**config.mk**
```make
export PLATFORM = sky130hd
export DESIGN_NAME = ps2_keycode_rx
export DESIGN_NICKNAME = d
export VERILOG_FILES = /design/src/rtl/ps2_keycode_rx.sv
export SDC_FILE = /design/constraint.sdc
export NUM_CORES = 1
export LEC_CHECK = 0
export ABC_AREA = 1
export BUFFER_PORTS_ARGS = -buffer_cell sky130_fd_sc_hd__buf_2
export CAP_MARGIN = 20
export CORE_ASPECT_RATIO = 2
export CORE_MARGIN = 10
export CORE_UTILIZATION = 64
export CTS_CLUSTER_DIAMETER = 80
export DETAILED_ROUTE_END_ITERATION = 10
export HOLD_SLACK_MARGIN = 0.15
export PLACE_DENSITY_LB_ADDON = 0.15
export SETUP_SLACK_MARGIN = 0.3
export SLEW_MARGIN = 40
export SYNTH_ARGS = -nofsm -noshare
export SYNTH_HDL_FRONTEND = slang
export SYNTH_SLANG_ARGS = --single-unit
```
**constraint.sdc**
```tcl
create_clock -name Clk -period 3.35 [get_ports Clk]
set_input_delay 0.1675 -clock Clk [delete_from_list [all_inputs] [get_ports Clk]]
set_output_delay 0.1675 -clock Clk [all_outputs]
set_load 0.01 [all_outputs]
```
**src/rtl/ps2_keycode_rx.sv**
```systemverilog
// PS/2 set-2 receiver: sync + glitch filter, 11-bit frame check, make/break/E0 decode to a held HID keycode.
// Latency: strobes 1 Clk after the stop-bit edge, key 1 Clk later. No backpressure: every frame is consumed as it arrives.
module ps2_keycode_rx #(
    parameter int FILTER_LEN     = 8,
    parameter int TIMEOUT_CYCLES = 50000
) (
    input  logic        Clk,
    input  logic        Reset,
    input  logic        PS2_CLK,
    input  logic        PS2_DAT,
    output logic [15:0] key,
    output logic        code_valid,
    output logic [7:0]  code_byte,
    output logic        frame_err
);

    localparam int FW = $clog2(FILTER_LEN + 1);
    localparam int TW = $clog2(TIMEOUT_CYCLES + 1);

    typedef enum logic [1:0] {S_IDLE, S_DATA, S_PARITY, S_STOP} state_t;

    logic          clk_s1, clk_s2, dat_s1, dat_s2;
    logic          clk_filt, fall;
    logic [FW-1:0] filt_cnt;
    logic [TW-1:0] to_cnt;
    logic [2:0]    bit_cnt;
    logic [7:0]    shift;
    logic          par_q;
    logic          timeout, good_d, err_d;
    logic          ext, brk;
    logic [7:0]    hid;
    state_t        state_q, state_d;

    // A new PS2_CLK level is accepted only after it has differed from the filtered level for FILTER_LEN cycles.
    always_ff @(posedge Clk or posedge Reset) begin
        if (Reset) begin
            clk_s1   <= 1'b1;
            clk_s2   <= 1'b1;
            dat_s1   <= 1'b1;
            dat_s2   <= 1'b1;
            clk_filt <= 1'b1;
            filt_cnt <= '0;
            fall     <= 1'b0;
        end else begin
            clk_s1 <= PS2_CLK;
            clk_s2 <= clk_s1;
            dat_s1 <= PS2_DAT;
            dat_s2 <= dat_s1;
            fall   <= 1'b0;
            if (clk_s2 == clk_filt) begin
                filt_cnt <= '0;
            end else if (filt_cnt == FW'(FILTER_LEN - 1)) begin
                clk_filt <= clk_s2;
                filt_cnt <= '0;
                fall     <= ~clk_s2;
            end else begin
                filt_cnt <= filt_cnt + FW'(1);
            end
        end
    end

    assign timeout = (state_q != S_IDLE) && (to_cnt == TW'(TIMEOUT_CYCLES));

    always_comb begin
        state_d = state_q;
        good_d  = 1'b0;
        err_d   = 1'b0;
        if (timeout) begin
            state_d = S_IDLE;
            err_d   = 1'b1;
        end else if (fall) begin
            case (state_q)
                S_IDLE:   if (!dat_s2) state_d = S_DATA;
                S_DATA:   if (bit_cnt == 3'd7) state_d = S_PARITY;
                S_PARITY: state_d = S_STOP;
                S_STOP: begin
                    state_d = S_IDLE;
                    if (dat_s2 && (^{shift, par_q})) good_d = 1'b1;
                    else                             err_d  = 1'b1;
                end
                default:  state_d = S_IDLE;
            endcase
        end
    end

    always_ff @(posedge Clk or posedge Reset) begin
        if (Reset) begin
            state_q <= S_IDLE;
            to_cnt  <= '0;
            bit_cnt <= '0;
            shift   <= '0;
            par_q   <= 1'b0;
        end else begin
            state_q <= state_d;
            if (fall || state_q == S_IDLE) to_cnt <= '0;
            else if (to_cnt != TW'(TIMEOUT_CYCLES)) to_cnt <= to_cnt + TW'(1);
            if (fall) begin
                case (state_q)
                    S_IDLE:   bit_cnt <= '0;
                    S_DATA: begin
                        shift   <= {dat_s2, shift[7:1]};
                        bit_cnt <= bit_cnt + 3'd1;
                    end
                    S_PARITY: par_q <= dat_s2;
                    default:  ;
                endcase
            end
        end
    end

    always_comb begin
        hid = 8'h00;
        case ({ext, code_byte})
            9'h01D:  hid = 8'h1A;
            9'h01C:  hid = 8'h04;
            9'h01B:  hid = 8'h16;
            9'h023:  hid = 8'h07;
            9'h029:  hid = 8'h2C;
            9'h175:  hid = 8'h52;
            9'h172:  hid = 8'h51;
            9'h16B:  hid = 8'h50;
            9'h174:  hid = 8'h4F;
            default: hid = 8'h00;
        endcase
    end

    // Prefixes live until the next non-prefix byte or any frame error, so a dropped byte cannot misprefix.
    always_ff @(posedge Clk or posedge Reset) begin
        if (Reset) begin
            code_valid <= 1'b0;
            frame_err  <= 1'b0;
            code_byte  <= 8'h00;
            key        <= 16'h0000;
            ext        <= 1'b0;
            brk        <= 1'b0;
        end else begin
            code_valid <= good_d;
            frame_err  <= err_d;
            if (good_d) code_byte <= shift;
            if (frame_err) begin
                ext <= 1'b0;
                brk <= 1'b0;
            end else if (code_valid) begin
                if (code_byte == 8'hE0) begin
                    ext <= 1'b1;
                end else if (code_byte == 8'hF0) begin
                    brk <= 1'b1;
                end else begin
                    ext <= 1'b0;
                    brk <= 1'b0;
                    if (hid != 8'h00) begin
                        if (!brk)                 key <= {8'h00, hid};
                        else if (key[7:0] == hid) key <= 16'h0000;
                    end
                end
            end
        end
    end

endmodule

```
==> impl_metrics.ini, run 1 <==
[pwr]
p_clk_share_pct = 42.8
internal_power_mw = 1.16
leakage_nw = 1.82
swShare_pct = 22.6
p_sw_uw = 339
vdd.ir_drop.worst_mv = 0.391
power_frac_comb_pct = 6.5
p_seq_share_pct = 50.7
powerDensity_mw_per_mm2 = 420

[sta]
period_minus_slack_ns = 1.99
fin_crit_sh_pct = 59.4
setup_viol = 0
relSlewSlack_pct = 63.3
hold_viol = 0
finalMaxSlewViolations = 0
finalSetupTns_ns = 0
whs_ns = 0.355
rsz0062_at_grt = false
tightest_slew_ns = 0.550
skew_ns = 0.0116
fmax_ghz = 0.503

[detailed_routing]
vias = 2668
first_pass_iters = 4
postRouteAntennaNets = 0
detail_route.wl_per_cell_um = 13.5
drc = 0
top_layer = met4
first_iter_violations = 172
wirelength_um = 6690
vias_per_cell = 5.40
wl_met1_um = 2380
route.met2.wl_um = 3620
wl_met3_um = 316

[cts]
cts.path.max_buffers = 2
clkTransAtPathRegs_ns = 0.06
cts_max_level = 3
cts_tree = built
insertion_delay_ns = 0.34
cts.sinks = 59
cts_buffers = 9
clockRootBuffer = clkbuf_8

[layout]
syn_to_final_growth_pct = 10.9
n_fill_cell = 387
drive_gt1_share_pct = 13.5
n_antenna_cell = 0
mostFrequentLayoutCell = nand2_1
num-nets-final = 445
final_cell_mix = 101 x nand2_1, 54 x dfrtp_1, 53 x inv_1, 43 x nor2_1, 34 x nand3_1

[logic_synthesis]
yosys-top-cells-area = dfrtp_1 42%, nand2_1 12%, inv_1 6.3%, nand3_1 5.3%, nor2_1 5.1%
ys_ff_latch = 59
yosysTopAreaCellShare_pct = 42.0
yosys_warnings = 0
synth-seq-area-share_pct = 46.1
avgSynthCellArea_um2 = 8.00
yosys.area.top_type = dfrtp_1
synth.distinct_cells = 33
syn_area_mm2 = 0.00321
synthCells = 402

[run]
drv_cap = 0

[die]
die_area_mm2 = 0.00843
die_x_um = 70.1
initial_core_util_pct = 66.1
row_count = 36
die_y_um = 120
pin_count = 30
core_area_mm2 = 0.00486

[worst_setup_path]
path_max_fanout = 5
start_kind = flip-flop
endpoint_kind = flip-flop
crit_type = flip-flop to flip-flop
required_ns = 3.58
worstPathArrival_ns = 2.21

[grt]
grt_max_degree = 44
overflow = 0
antenna_found_initial = 0
grt_pass1_vias = 2673
grtUsageTotal_pct = 16.9
grt_pass1_wl_um = 11500

[placement]
io_buffer_count = 20
hpwl_um = 5170
gp_congestion = 0.968

[outcome]
status = finished clean

[hold_path]
hold_class = flip-flop to flip-flop
## state kept, by name (all words and copies together) (netlist names), 2 cells and up
register and flops:
key 7, to_cnt 16, code_byte 8, bit_cnt 3
filt_cnt 4, shift 8, state_q 2
## per-stage QoR
stage | instances | instance area, µm² | power [mW] | util (%) | setup slack, ns
after floorplan | 410 | 3240 | 0.851 | - | 1.60
after global placement | 475 | 3330 | 0.861 | 68.5 | 1.38
after detailed placement | 475 | 3340 | 0.867 | 68.6 | 1.37
after CTS | 494 | 3570 | 1.52 | 73.3 | 1.35
after global routing | 494 | 3570 | 1.57 | 73.3 | 0.969
final | 494 | 3570 | 1.50 | 73.3 | 1.36
## final timing paths
| check | to | cells past startpoint | startpoint | slack [ns] |
|---|---|---|---|---|
| max | to_cnt[14] | 12 | to_cnt[0] | 1.36 |
| min | dat_s2 | 0 | dat_s1 | 0.36 |
| max reg2reg | to_cnt[14] | 12 | to_cnt[0] | 1.36 |
| min reg2reg | dat_s2 | 0 | dat_s1 | 0.36 |
| max in group asynchronous | code_byte[2] | 4 | Reset | 2.30 |
| min in group asynchronous | filt_cnt[1] | 3 | Reset | 0.42 |
## area by class of cell
| class | instances | area, µm² | area share (%) |
|---|---|---|---|
| flip-flops and latches | 59 | 1480 | 41.6 |
| multi-input cells | 282 | 1460 | 41.1 |
| inverters | 56 | 213 | 5.96 |
| clock buffers | 14 | 163 | 4.56 |
| repair buffers | 24 | 138 | 3.86 |
| well taps | 57 | 71.3 | 2.00 |
| clock inverters | 2 | 35.0 | 0.982 |
## worst max-delay path, cell delays in order (launching register included)
cell and delay (ns):
dfrtp_1 0.41, ha_1 0.19, nand2_1 0.09, nor2_2 0.13
nand2_1 0.06, nor2_1 0.13, nand2_1 0.10, nor2_1 0.17
nand3_1 0.15, nor3_2 0.17, nand2_1 0.09, o21ai_0 0.14
a21oi_1 0.06
## kinds of logic (layout without fill, tap and decap cells)
kind of cell	after synthesis	count (layout)	synth area share, %
and+or+nand+nor	207	207	28.7
buffers and inverters	69	96	9.34
DFF	59	59	46.1
AOI/OAI and AO/OA	38	38	6.54
xor gates and xnor gates	13	13	3.54
adders and majority gates	9	9	3.50
muxes	6	6	2.10
other	1	9	0.117
## power by group through the flow
| stage | Clock, mW | Sequential [mW] | Combinational, mW |
|---|---|---|---|
| 2_1_floorplan | 0 | 0.767 | 0.0834 |
| 3_3_place_gp | 0 | 0.771 | 0.0901 |
| 3_5_place_dp | 0 | 0.772 | 0.0942 |
| 4_1_cts | 0.659 | 0.760 | 0.0989 |
| 5_1_grt | 0.694 | 0.761 | 0.115 |
| 6_report | 0.641 | 0.759 | 0.0973 |
## synth_stat cells, drive strengths merged
cell type and count:
a21oi 17, a31oi 1, buf 10, clkbuf 3
clkinv 1, conb 1, dfrtp 54, dfstp 5
ha 9, inv 55, mux2 6, nand2 101
nand3 37, nand4 14, nor2 47, nor3 3
nor3b 2, nor4 1, o21ai 19, o221ai 1
or2 2, xnor2 7, xor2 6
## per-layer routing
metal	up-vias	global-route usage [%]
met2	73	30.8
met5	-	0
li1	1333	-
met1	1224	14.3
met3	38	5.90
met4	0	12.9
## what timing repair did
| item | 4_1_cts | 5_1_grt |
|---|---|---|
| hold endpoints to repair | 39 | 0 |
| endpoints found under the setup margin | 0 | 0 |
| hold buffers | 3 | 0 |
| setup buffers | 0 | 0 |
| gates resized for setup | 0 | 0 |
Power figures use the tool's default switching activity.
==> run 2, diff against run 1 <==
ABC_AREA = 0   (was 1)
CORE_UTILIZATION = 59   (was 64)
clock period = 1.87 ns   (was 3.35 ns; I/O delays follow)
==> run 2 against run 1 <==
Net effect:
- the flow now finishes with violations (negative setup slack)
- critical path depth decreased by 5
- register-to-register slack got worse by 1.8 ns
- worst hold slack got worse by 0.011 ns
- die area increased by 8.0%
- largest cell class is now multi-input combinational cells
- setup slack got worse by 1.8 ns
- largest power group unchanged
==> impl_metrics.ini, run 2 <==
[die]
die_area_mm2 = 0.00910
core_area_mm2 = 0.00542
row_count = 38
die_x_um = 72.6
initial_core_util_pct = 60.3
die_y_um = 125
pin_count = 30

[worst_setup_path]
cp.depth = 7
crit_type = flip-flop to flip-flop
path_max_fanout = 8
crit_chain = and4bb_2, and2_1, or4_4, a22oi_2, nor4b_4, buf_6, a21oi_1
r2r_start = code_byte[2]
worstPathArrival_ns = 2.48
path_buf_inv = 1
slowest_stage = or4_4
r2r_setup_slack_ns = -0.40
critical-path-top-delay-family = simple AND/OR/NAND/NOR gates
required_ns = 2.09
crit_path_max_incr_delay_ns = 0.51
endpoint_kind = flip-flop
reg2reg_depth = 7
start_kind = flip-flop
r2r-end = key[1]

[sta]
setup_viol = 16
relSlewSlack_pct = 64.1
hold_viol = 0
period_minus_slack_ns = 2.27
skew_ns = 0.00748
fmax_ghz = 0.441
fin_crit_sh_pct = 121
tightest_slew_ns = 0.537
finalMaxSlewViolations = 0
rsz0062_at_grt = true
postLayoutSetupSlackWorst_ns = -0.396

[detailed_routing]
drc = 0
vias = 2729
wirelength_um = 8390
detail_route.wl_per_cell_um = 17.4
vias_per_cell = 5.65
postRouteAntennaNets = 0
first_pass_iters = 4
first_iter_violations = 124

[logic_synthesis]
synth-seq-area-share_pct = 45.3
synthCells = 306
synthTopCellsByCount = 54 x dfrtp_1, 28 x nor2_1, 16 x nand2_1
synth_edf_count = 0
syn_area_mm2 = 0.00327
yosysTopAreaCellShare_pct = 41.3
avgSynthCellArea_um2 = 10.7
ys.flop_type = dfrtp_1
yosys-top-cells-area = dfrtp_1 41%, dfstp_2 4.0%, mux2_4 3.7%, ha_1 3.4%, mux2_2 3.4%
synth.distinct_cells = 58
yosys_warnings = 0
async_flop_share_pct = 100
yosys.area.top_type = dfrtp_1
synth_most_common_cell = dfrtp_1
ys_ff_latch = 59

[cts]
cts_tree = built
insertion_delay_ns = 0.34
clockRootBuffer = clkbuf_8
clkTransAtPathRegs_ns = 0.07
cts_buffers = 9
cts_max_level = 3
cts.sinks = 59
cts.path.max_buffers = 2

[hold_path]
hold_class = primary input to asynchronous set/reset pin

[pwr]
internal_power_mw = 2.13
powerDensity_mw_per_mm2 = 605
power_frac_comb_pct = 4.8
p_seq_share_pct = 50.0
power.total_mw = 2.72
vdd.ir_drop.worst_mv = 1.09
swShare_pct = 21.7
p_clk_share_pct = 45.2
leakage_nw = 2.20
p_sw_uw = 589

[layout]
num-nets-final = 431
final_cell_mix = 78 x buf_4, 46 x dfrtp_1, 26 x nor2_1, 20 x buf_2, 14 x nand2_1
largest_reg_flops = 16
final_util_pct = 82.9
syn_to_final_growth_pct = 37.3
mostFrequentLayoutCell = buf_4
top_regs = to_cnt (16), code_byte (8), shift (8)
drive_gt1_share_pct = 45.9
n_antenna_cell = 0
regMostFlops = to_cnt

[outcome]
status = finished, violations left
violations = negative setup slack

[grt]
overflow = 0
grt_pass1_vias = 2988
antenna_found_initial = 0
grtUsageTotal_pct = 18.6
grt_max_degree = 36
grt_pass1_wl_um = 13500

[placement]
io_buffer_count = 20
hpwl_um = 6090
gp_congestion = 0.916

[run]
drv_cap = 0
run 2: changes by cell type after synthesis, moves of 4 or more:
cell	change
xor2_1	+6
mux2_2	+4
nor4_1	+4
nor3_1	+5
inv_1	-39
nand4_1	-8
mux2_4	+8
buf_2	+4
o21ai_0	-11
nand3_1	-24
nor2b_1	+4
mux2i_1	+7
nor2_1	-16
nand2_1	-85
run 2: kinds of logic (layout without fill, tap and decap cells):
logic type               count (synthesis)  in the layout  share of synthesized area, %
XOR/XNOR                                23             23                          6.58
AO/OA/AOI/OAI                           41             41                          8.88
adder cells (fa/ha/maj)                  9              9                          3.44
AND/OR/NAND/NOR                        113            113                          20.6
multiplexers                            26             26                          9.60
flip-flops                              59             59                          45.3
buffers and inverters                   34            143                          5.43
other                                    1              9                         0.115
run 2: worst max-delay path by stage:
stage                      start  endpoint  slack [ns]
floorplan           code_byte[2]    key[0]       -0.35
global placement    code_byte[4]    key[2]       -0.37
detailed placement  code_byte[1]    key[3]       -0.48
CTS                 code_byte[4]    key[1]       -0.37
global route        code_byte[4]    key[1]       -0.45
finish              code_byte[2]    key[1]       -0.40
run 2: repair_timing:
action / CTS / global route
gates cloned: 0 / 1
endpoints found under the hold margin: 26 / 0
setup buffers: 12 / 4
hold buffers: 3 / 0
resized for setup: 26 / 32
pin swaps: 9 / 22
endpoints found under the setup margin: 26 / 45
run 2: stage by stage:
step	setup TNS (ns)	instances	hold WS (ns)	worst slack [ns]	area, µm²
2_1_floorplan	-3.63	314	0.0980	-0.346	3360
3_3_place_gp	-4.56	447	0.156	-0.368	3940
3_5_place_dp	-5.38	447	0.167	-0.482	3940
4_1_cts	-4.89	478	0.348	-0.368	4330
5_1_grt	-5.87	483	0.361	-0.454	4490
6_report	-4.99	483	0.344	-0.396	4490
run 2: final cells by class:
class | count | area (µm²)
multi-input cells | 221 | 1820
flip-flops and latches | 59 | 1490
fillers | 331 | 928
repair buffers | 112 | 842
clock buffers | 11 | 131
clock inverters | 5 | 77.6
well taps | 60 | 75.1
inverters | 15 | 56.3
run 2: power by group through the flow:
stage	Combinational (mW)	Clock (mW)	Sequential [mW]
2_1_floorplan	0.111	0	1.37
3_3_place_gp	0.122	0	1.38
3_5_place_dp	0.124	0	1.38
4_1_cts	0.130	1.24	1.36
5_1_grt	0.143	1.30	1.36
6_report	0.130	1.23	1.36
run 2: worst register-to-register path, stage by stage, from the launching register on:
cell      delay (ns)
dfrtp_2         0.47
and4bb_2        0.30
and2_1          0.18
or4_4           0.51
a22oi_2         0.21
nor4b_4         0.24
buf_6           0.17
a21oi_1         0.07
run 2: metal layers:
metal	GRT usage (%)	up-vias	wire length [µm]
met1	15.4	1323	2730
met5	0	-	0
met3	4.12	38	257
met4	12.9	0	508
li1	-	1304	-
met2	35.4	64	4900
==> run 3, diff against run 2 <==
CELL_PAD_IN_SITES_DETAIL_PLACEMENT = 1   (was unset)
CELL_PAD_IN_SITES_GLOBAL_PLACEMENT = 1   (was unset)
CORE_UTILIZATION = 47   (was 59)
==> run 3 against run 2 <==
Net effect:
- the flow still finishes with violations (negative setup slack)
- clock power grew 53%
- first-iteration DRC count grew to 2.8 times the previous value
- critical path type unchanged
- power up 25%
- register-to-register slack worse by 0.21 ns
- die area up 20%
- global-route usage increased by 3.5 points
- fmax fell by 8.5%
- worst hold slack better by 0.0069 ns
- design area is 6.5% higher
- combinational power grew 8%
==> impl_metrics.ini, run 3 (synthesis results as in run 2) <==
[outcome]
status = finished, violations left
violations = negative setup slack

[layout]
final_cell_mix = 77 x buf_4, 46 x dfrtp_1, 25 x nor2_1, 20 x buf_2
syn_to_final_growth_pct = 46.3
top_regs = to_cnt (16), code_byte (8), shift (8)
n_antenna_cell = 0
num-nets-final = 431
largest_reg_flops = 16
regMostFlops = to_cnt
design_area_mm2 = 0.00479
drive_gt1_share_pct = 50.1
mostFrequentLayoutCell = buf_4

[detailed_routing]
wirelength_um = 14200
postRouteAntennaNets = 0
vias_per_cell = 6.14
vias = 3148
first_pass_iters = 5
detail_route.wl_per_cell_um = 27.7
drc = 0
first_iter_violations = 341

[run]
drv_cap = 0

[sta]
fin_crit_sh_pct = 133
relSlewSlack_pct = 63.7
setup_viol = 18
skew_ns = 0.0134
rsz0062_at_grt = true
fmax_ghz = 0.404
period_minus_slack_ns = 2.48
finalSetupTns_ns = -7.63
finalMaxSlewViolations = 0
tightest_slew_ns = 0.544
hold_viol = 0
postLayoutSetupSlackWorst_ns = -0.608

[pwr]
power.total_mw = 3.39
vdd.ir_drop.worst_mv = 0.812
powerDensity_mw_per_mm2 = 709
leakage_nw = 2.32

[worst_setup_path]
start_kind = flip-flop
crit_type = flip-flop to flip-flop
required_ns = 2.09
worstPathArrival_ns = 2.70
path_max_fanout = 7
endpoint_kind = flip-flop

[grt]
grt_pass1_wl_um = 18400
grt_max_degree = 38
antenna_found_initial = 0
grt_pass1_vias = 3307
grtUsageTotal_pct = 22.1
overflow = 0

[cts]
clockRootBuffer = clkbuf_16
cts_tree = built
cts.path.max_buffers = 2
insertion_delay_ns = 0.35
cts.sinks = 59
clkTransAtPathRegs_ns = 0.06
cts_buffers = 9
cts_max_level = 3

[die]
die_area_mm2 = 0.0109
core_area_mm2 = 0.00683
die_y_um = 138
die_x_um = 79.0
pin_count = 30
initial_core_util_pct = 47.9
row_count = 43

[hold_path]
hold_class = primary input to asynchronous set/reset pin

[placement]
gp_congestion = 0.827
hpwl_um = 6840
io_buffer_count = 20
dpl-instance-area_mm2 = 0.00394
[run 3: cell count changes in the layout (fill, tap and decap cells not counted), sizes merged]
| cell | delta |
|---|---|
| buf | +1 |
| clkbuf | -1 |
| clkinv | +1 |
| clkinvlp | -1 |
[run 3: per-layer routing]
| layer | up-vias | GRT usage [%] | wire length [µm] |
|---|---|---|---|
| met3 | 63 | 6.04 | 885 |
| met1 | 1591 | 23.5 | 5320 |
| met5 | - | 0 | 0 |
| li1 | 1302 | - | - |
| met4 | 0 | 10.6 | 589 |
| met2 | 192 | 39.0 | 7440 |
[run 3: path summary, 6_finish.rpt]
path | startpoint | to | slack (ns) | depth (start not counted)
min in group Clk | dat_s1 | dat_s2 | 0.35 | 0
max in group asynchronous | Reset | clk_s1 | 0.86 | 4
max reg2reg | code_byte[7] | key[4] | -0.61 | 7
max | code_byte[7] | key[4] | -0.61 | 7
min | Reset | to_cnt[0] | 0.35 | 3
min reg2reg | dat_s1 | dat_s2 | 0.35 | 0
[run 3: critical path: stages, from the launching register on]
cell and delay (ns):
dfrtp_1 0.42, nand4b_1 0.30, or4_4 0.58, a211o_1 0.34, a22oi_2 0.15, nor4b_4 0.27, buf_6 0.20, a21boi_2 0.07
[run 3: timing repair]
action | in CTS | in global routing
hold buffers | 3 | 0
endpoints found under the hold margin | 24 | 0
setup endpoints to repair | 35 | 40
setup buffers | 10 | 12
resized for setup | 38 | 41
pin swaps | 21 | 14
[run 3: power breakdown]
group	leakage [nW]	internal, mW	switching (mW)
clock network	0.165	1.23	0.653
logic	1.36	0.0581	0.0821
registers	0.791	1.33	0.0394
[run 3: area by class of cell]
cell class | instances | area, µm²
Clock inverter | 5 | 75.1
Multi-Input combinational cell | 221 | 1940
Timing Repair Buffer | 112 | 861
Inverter | 15 | 56.3
Sequential cell | 59 | 1490
Clock buffer | 11 | 253
Fill cell | 683 | 2050
Tap cell | 90 | 113
[run 3: through the flow]
stage / hold WS, ns / setup slack, ns / cells / utilization, %
after floorplan: 0.0980 / -0.346 / 314 / -
after global placement: 0.153 / -0.413 / 472 / 57.7
after detailed placement: 0.158 / -0.465 / 472 / 57.7
after CTS: 0.355 / -0.394 / 501 / 65.8
after global routing: 0.363 / -0.643 / 513 / 70.0
final: 0.351 / -0.608 / 513 / 70.0
